**src/rtl/fetch_stage_pkg.sv**
```systemverilog
// Shared definitions for the instruction-fetch front end.
//   RESET_PC_DEFAULT : first fetch address after reset
//   NOP_WORD         : instruction word held in IF/ID while it is empty
//   PC_INCREMENT     : sequential fetch stride in bytes
//   fetch_state_e    : BOOT / RUN fetch sequencer state
package fetch_stage_pkg;

  localparam logic [31:0] RESET_PC_DEFAULT = 32'h0040_0000;
  localparam logic [31:0] NOP_WORD         = 32'h0000_0000;
  localparam logic [31:0] PC_INCREMENT     = 32'd4;

  typedef enum logic {
    BOOT = 1'b0,
    RUN  = 1'b1
  } fetch_state_e;

endpackage

```
**src/rtl/fetch_stage.sv**
```systemverilog
// Instruction-fetch front end: owns the PC, drives the synchronous
// instruction ROM address, pairs the ROM's one-cycle-late data with its PC
// and holds the IF/ID pipeline register. Single delay slot: a redirect
// never squashes the word already in flight.
//
// Ports:
//   clock, reset                 rising-edge clock, async active-high reset
//   stall_in                     freezes PC and IF/ID
//   redirect_in, redirect_pc_in  taken branch/jump and its target
//   rom_addr_out                 combinational ROM address
//   rom_data_in                  ROM word for the address of the previous edge
//   ifid_valid/instr/pc/pc4_out  IF/ID register contents
//   misaligned_out               sticky: a taken target had nonzero bits [1:0]
//   fetch_count_out              instructions captured into IF/ID
//
// state | meaning
// ------+-------------------------------------------------------------
// BOOT  | first cycle after reset; ROM is being primed with RESET_PC
// RUN   | normal fetch; left only by reset
module fetch_stage
  import fetch_stage_pkg::*;
#(
  parameter logic [31:0] RESET_PC = RESET_PC_DEFAULT,
  parameter int          CNT_W    = 32
) (
  input  logic             clock,
  input  logic             reset,
  input  logic             stall_in,
  input  logic             redirect_in,
  input  logic [31:0]      redirect_pc_in,
  output logic [31:0]      rom_addr_out,
  input  logic [31:0]      rom_data_in,
  output logic             ifid_valid_out,
  output logic [31:0]      ifid_instr_out,
  output logic [31:0]      ifid_pc_out,
  output logic [31:0]      ifid_pc4_out,
  output logic             misaligned_out,
  output logic [CNT_W-1:0] fetch_count_out
);

  fetch_state_e     state_q, state_d;
  logic             fetch_vld_q, fetch_vld_d;
  logic [31:0]      fetch_pc_q, fetch_pc_d;
  logic             ifid_valid_q, ifid_valid_d;
  logic [31:0]      ifid_instr_q, ifid_instr_d;
  logic [31:0]      ifid_pc_q, ifid_pc_d;
  logic [31:0]      ifid_pc4_q, ifid_pc4_d;
  logic             misaligned_q, misaligned_d;
  logic [CNT_W-1:0] fetch_count_q, fetch_count_d;
  logic [31:0]      rom_addr_c;

  always_comb begin
    state_d       = state_q;
    fetch_vld_d   = fetch_vld_q;
    fetch_pc_d    = fetch_pc_q;
    ifid_valid_d  = ifid_valid_q;
    ifid_instr_d  = ifid_instr_q;
    ifid_pc_d     = ifid_pc_q;
    ifid_pc4_d    = ifid_pc4_q;
    misaligned_d  = misaligned_q;
    fetch_count_d = fetch_count_q;
    rom_addr_c    = RESET_PC;

    if (state_q == BOOT) begin
      // Nothing real is on rom_data_in yet, so IF/ID stays empty here.
      rom_addr_c  = RESET_PC;
      fetch_pc_d  = RESET_PC;
      fetch_vld_d = 1'b1;
      state_d     = RUN;
    end else begin
      // Stall wins over redirect: the branch is held in decode and the
      // redirect is re-presented once the stall drops.
      if (stall_in) begin
        rom_addr_c = fetch_pc_q;
      end else if (redirect_in) begin
        rom_addr_c = {redirect_pc_in[31:2], 2'b00};
        if (redirect_pc_in[1:0] != 2'b00) begin
          misaligned_d = 1'b1;
        end
      end else begin
        rom_addr_c = fetch_pc_q + PC_INCREMENT;
      end
      fetch_pc_d = rom_addr_c;

      if (!stall_in) begin
        ifid_valid_d = fetch_vld_q;
        ifid_instr_d = rom_data_in;
        ifid_pc_d    = fetch_pc_q;
        ifid_pc4_d   = fetch_pc_q + PC_INCREMENT;
        if (fetch_vld_q) begin
          fetch_count_d = fetch_count_q + CNT_W'(1);
        end
      end
    end
  end

  always_ff @(posedge clock or posedge reset) begin
    if (reset) begin
      state_q       <= BOOT;
      fetch_vld_q   <= 1'b0;
      fetch_pc_q    <= RESET_PC;
      ifid_valid_q  <= 1'b0;
      ifid_instr_q  <= NOP_WORD;
      ifid_pc_q     <= 32'h0;
      ifid_pc4_q    <= 32'h0;
      misaligned_q  <= 1'b0;
      fetch_count_q <= '0;
    end else begin
      state_q       <= state_d;
      fetch_vld_q   <= fetch_vld_d;
      fetch_pc_q    <= fetch_pc_d;
      ifid_valid_q  <= ifid_valid_d;
      ifid_instr_q  <= ifid_instr_d;
      ifid_pc_q     <= ifid_pc_d;
      ifid_pc4_q    <= ifid_pc4_d;
      misaligned_q  <= misaligned_d;
      fetch_count_q <= fetch_count_d;
    end
  end

  assign rom_addr_out    = rom_addr_c;
  assign ifid_valid_out  = ifid_valid_q;
  assign ifid_instr_out  = ifid_instr_q;
  assign ifid_pc_out     = ifid_pc_q;
  assign ifid_pc4_out    = ifid_pc4_q;
  assign misaligned_out  = misaligned_q;
  assign fetch_count_out = fetch_count_q;

endmodule
```
**config.mk**
```make
export PLATFORM = sky130hd
export DESIGN_NAME = fetch_stage
export DESIGN_NICKNAME = d
export VERILOG_FILES = /design/src/rtl/fetch_stage_pkg.sv /design/src/rtl/fetch_stage.sv
export SDC_FILE = /design/constraint.sdc
export NUM_CORES = 1
export LEC_CHECK = 0
export ABC_AREA = 0
export CORE_MARGIN = 2
export CORE_UTILIZATION = 35
export CTS_CLUSTER_DIAMETER = 60
export CTS_CLUSTER_SIZE = 16
export DETAILED_ROUTE_END_ITERATION = 8
export SLEW_MARGIN = 40
export SYNTH_ARGS = -nofsm -noshare
export SYNTH_HDL_FRONTEND = slang
export SYNTH_SLANG_ARGS = --single-unit
export TNS_END_PERCENT = 5
```
**constraint.sdc**
```tcl
create_clock -name clock -period 7.32 [get_ports clock]
set_input_delay 1.464 -clock clock [delete_from_list [all_inputs] [get_ports clock]]
set_output_delay 1.464 -clock clock [all_outputs]
set_load 0.05 [all_outputs]
```
==> results.txt <==
- The flow ran to the end, and the final reports show no timing, DRC or antenna violations.
- Peak supply drop: 139 µV
* Post-CTS Setup Inserts: 0
- For this design the static power due to leakage is 4.56 nW.
- Share of cells above drive strength 1: 5.46%
- Type of destination of the critical path: output port
- Area after detailed placement: 10,100 µm²
- Count of unresolved DRC violations after routing: 0
- Of the total synthesized cell area, the portion taken by AND, OR, NAND and NOR gates is 25.8%.
- First-pass GRT wire length: 36,900 µm
- Post-Synth XOR/XNOR Area: 4.98%
* Worst setup slack before clock tree synthesis: 1.42 ns
* Commonest cells in the synthesized netlist: sky130_fd_sc_hd__nand2_1 (232), sky130_fd_sc_hd__dfrtp_1 (161), sky130_fd_sc_hd__nor2_1 (45), sky130_fd_sc_hd__clkbuf_1 (42), sky130_fd_sc_hd__o21ai_0 (39)
- Height of the die: 153 µm
- Setup repair after global routing left no endpoint under its margin.
- Post-synthesis area per instance: 9.09 µm²
- Root Driver: sky130_fd_sc_hd__clkbuf_16
- Global router's overall resource usage: 19.6%
- Measured against its own limit, the worst slew margin works out to 49.5%.
- Final non-filler cell area: 10,800 µm²
- Count of vias placed by the detailed router: 6,948
- The detail route stage leaves a number of antenna-violating nets equal to 0.
- Post-synthesis async set-or-reset flop share: 100%
- For this block, the initial DRC count from the detailed router was 439.
- Synthesized-area fraction occupied by ao, oa, aoi and oai cells: 11.7%
- Category of the critical setup timing path: primary input to output port
- R2R Path End: ifid_pc4_out[20]
* Most repeated cell in the gate-level netlist after synthesis: sky130_fd_sc_hd__nand2_1
- The filler cells instantiated in the layout total 2,071.
- Fin worst setup slack: 1.80 ns
* Number of warnings printed during yosys synthesis: 0
* Synthesized netlist cell count: 851
* Footprint of the flip-flops and latches: 4060 µm²
- Entering global routing, the biggest net connects 101 pins.
* Yosys top cell by area: sky130_fd_sc_hd__dfrtp_1
- Input and output buffers added on the ports amount to 229.
* Number of violations of the max-capacitance limit: 0
- Remaining global-route overflow: 0
- Based on the critical path, the design can be clocked at up to 0.181 GHz.
* Hold Path Sink: ifid_pc_out[1]
- Counting every sink on the clock net gives 162.
- Setup slack on the worst reg-to-reg path comes out at 4.39 ns.
* Overall die width: 153 µm
- For this run, the leading register cell type out of synthesis is sky130_fd_sc_hd__dfrtp_1.
* HPWL after DPL: 15,800 µm
- Data arrival, critical path: 4.06 ns
* Antenna violations before repair: 4
- Type of the worst min-delay path: flop to flop
- Total die area: 23,300 µm²
- In this run the number of H-tree levels came out at 4.
- The routed design could run at a clock period as short as 5.52 ns.
- Routed wire length: 23,000 µm
* Multi-input gate area in the final layout: 3380 µm²
- Distinct cells, synth: 66
- The pre-antenna-repair detailed-routing pass consisted of 5 iterations.
* Gate family responsible for the most delay along the worst path: buffers and inverters
- Worst Clk Skew: 0.0147 ns
* # rows: 54
* Post-synthesis instance area: 7740 µm²
- Fin crit share: 75.4%
- Core box area: 21,800 µm²
- The share of synthesized area in the top cell type comes to 52.1%.
- Net count of the finished layout: 1,102
* Weighted congestion reported at the end of routability-driven placement: 0.820
* Multiplexer area fraction after synthesis: 0.275%
- The number of global-route vias before repair was 6,681.
- Launch instance of the worst register-to-register path: state_q
* Critical-path top delay cell: sky130_fd_sc_hd__clkdlybuf4s50_1
- The signal on the critical path passes through buf_4, inv_1, nand2_1, o32ai_1, a221oi_1, clkdlybuf4s50_1.
* Initial standard-cell utilization of the core: 35.6%
- For this design, the CTS-stage hold fixing added 0 buffers.
* Combinational family with the most area after synthesis: simple AND/OR/NAND/NOR gates
- Cell types occupying the most area after synthesis: sky130_fd_sc_hd__dfrtp_1 (52%), sky130_fd_sc_hd__nand2_1 (11%), sky130_fd_sc_hd__xnor2_1 (3.7%)
* Number of flip-flops and latches in the synthesized netlist: 162
* Final sum of negative setup slack: 0 ns
- Clock latency on the worst-skew pair, taken at its later pin, is 0.42 ns.
- Setup violations remaining at the end of the flow were counted as 0.
* Sequential cell area fraction in the yosys report: 52.4%
- The number of gates resized after CTS was 0.
* Post-synthesis share of cell area spent on full adders, half adders and majority gates: 0.323%
- Counting flops with a built-in enable in the synthesized netlist gives 0.
- Clk pin slew, worst setup/hold paths: 0.06 ns
- Vias/cell: 5.24
- After detailed routing, the average wire length per cell comes to 17.4 µm.
- In this design, the stage delay of the slowest critical-path cell is 0.89 ns.
* Transition time of the tightest slew-check pin: 0.757 ns
- For the worst flop-to-flop path, the logic depth is 5.
- Power per unit of standard cell area: 249 nW/µm²
* Buf/Inv on CP: 3
* CP required: 5.86 ns
* Cell depth of the worst min-delay path: 2
- Layout overhead on the synthesized area: 39.7%
- Final Hold Slack: 0.473 ns
- TritonCTS built the clock tree.
* Startpoint kind of the worst setup timing path: primary input
- The clock passes through at most 2 buffers.
- Total power for the finished layout comes to 2.69 mW.
- Final number of hold-violating endpoints: 0
- Hold Path Origin: fetch_pc_q[1]
- Of all nets on the critical path, the largest fanout is 48.
* Number of max-slew violations in the final report: 0
- During I/O placement, the number of pins put on the boundary was 230.
* Net Count, Synth: 921
- Counting the buffers created by CTS gives 17.
## tightest hold or removal path, stage by stage (launching register included)
cell and delay, ns:
sky130_fd_sc_hd__dfrtp_1 0.34, sky130_fd_sc_hd__nand2_1 0.05, sky130_fd_sc_hd__nand2_1 0.05
## cell usage in the layout, fill, tap and decap left out, types with 3 or more instances in the layout
| cell | instances |
|---|---|
| sky130_fd_sc_hd__o221ai_1 | 4 |
| sky130_fd_sc_hd__and4_1 | 8 |
| sky130_fd_sc_hd__nor4_1 | 9 |
| sky130_fd_sc_hd__nand3_1 | 32 |
| sky130_fd_sc_hd__bufinv_16 | 5 |
| sky130_fd_sc_hd__or2_2 | 3 |
| sky130_fd_sc_hd__xnor2_1 | 33 |
| sky130_fd_sc_hd__xor2_1 | 11 |
| sky130_fd_sc_hd__nand2_1 | 232 |
| sky130_fd_sc_hd__clkbuf_16 | 17 |
| sky130_fd_sc_hd__a21oi_1 | 13 |
| sky130_fd_sc_hd__clkinvlp_4 | 3 |
| sky130_fd_sc_hd__o21bai_1 | 3 |
| sky130_fd_sc_hd__nand3b_1 | 3 |
| sky130_fd_sc_hd__or3_1 | 12 |
| sky130_fd_sc_hd__and3_1 | 13 |
| sky130_fd_sc_hd__nor3_1 | 9 |
| sky130_fd_sc_hd__buf_4 | 4 |
| sky130_fd_sc_hd__a31oi_1 | 27 |
| sky130_fd_sc_hd__o31ai_1 | 3 |
| sky130_fd_sc_hd__o31a_1 | 5 |
| sky130_fd_sc_hd__inv_1 | 6 |
| sky130_fd_sc_hd__o21ai_0 | 39 |
| sky130_fd_sc_hd__dfrtp_1 | 160 |
| sky130_fd_sc_hd__o211ai_1 | 7 |
| sky130_fd_sc_hd__nor2_1 | 44 |
| sky130_fd_sc_hd__a22oi_1 | 12 |
| sky130_fd_sc_hd__nand2b_1 | 3 |
| sky130_fd_sc_hd__or4_1 | 7 |
| sky130_fd_sc_hd__nand4_1 | 28 |
| sky130_fd_sc_hd__and2_1 | 3 |
| sky130_fd_sc_hd__clkdlybuf4s50_1 | 227 |
| sky130_fd_sc_hd__a22o_1 | 4 |
## area by class of cell
cell class,count,share of cell area (%)
flip-flops and latches,162,37.5
clock inverters,12,1.89
clock buffers,19,4.10
diodes,2,0.0463
repair buffers,233,21.6
multi-input cells,610,31.3
inverters,8,0.347
well taps,280,3.24
## cell families after synthesis
family                   count (synthesis)
multiplexers                             2
flip-flops                             162
AO/OA/AOI/OAI                          137
XOR/XNOR                                44
buffers and inverters                   79
AND/OR/NAND/NOR                        424
adder cells (fa/ha/maj)                  2
other                                    1
## sequential cells by signal, summed over array words and instances (netlist names)
signal and cells:
ifid_pc4_out 30, fetch_vld_q 1, fetch_count_out 32, misaligned_out 1, state_q 1, ifid_instr_out 32
ifid_pc_out 32, fetch_pc_q 32, ifid_valid_out 1
## layer usage
metal | track usage, % | part of all wire [%] | wire (µm) | vias up
li1 | - | - | - | 3322
met1 | 26.7 | 44 | 10100 | 3311
met2 | 30.7 | 47 | 10700 | 292
met3 | 5.52 | 8.2 | 1880 | 19
met4 | 5.29 | 1.1 | 245 | 4
met5 | 0 | 0.10 | 24 | -
## where the power goes
part / internal [mW] / leakage [nW] / switching [mW]
Combinational: 0.219 / 2.14 / 0.435
Sequential: 0.974 / 2.11 / 0.0784
Clock: 0.616 / 0.306 / 0.371
## per-stage QoR
step           utilization [%]  std cells
2_1_floorplan                -        851
3_3_place_gp              46.4       1292
3_5_place_dp              46.6       1293
4_1_cts                   49.6       1324
5_1_grt                   49.7       1324
6_report                  49.7       1326
## how the worst max path moves through the flow
stage          slack, ns                  to         from  cells after the start
2_1_floorplan       1.48  fetch_count_out[0]        reset                      1
4_1_cts             1.42    rom_addr_out[22]  redirect_in                      6
3_5_place_dp        1.42    rom_addr_out[22]  redirect_in                      6
6_report            1.80    rom_addr_out[22]  redirect_in                      6
5_1_grt             1.67    rom_addr_out[22]  redirect_in                      6
3_3_place_gp        1.46    rom_addr_out[22]  redirect_in                      6
(Power assumes the default switching activity.)
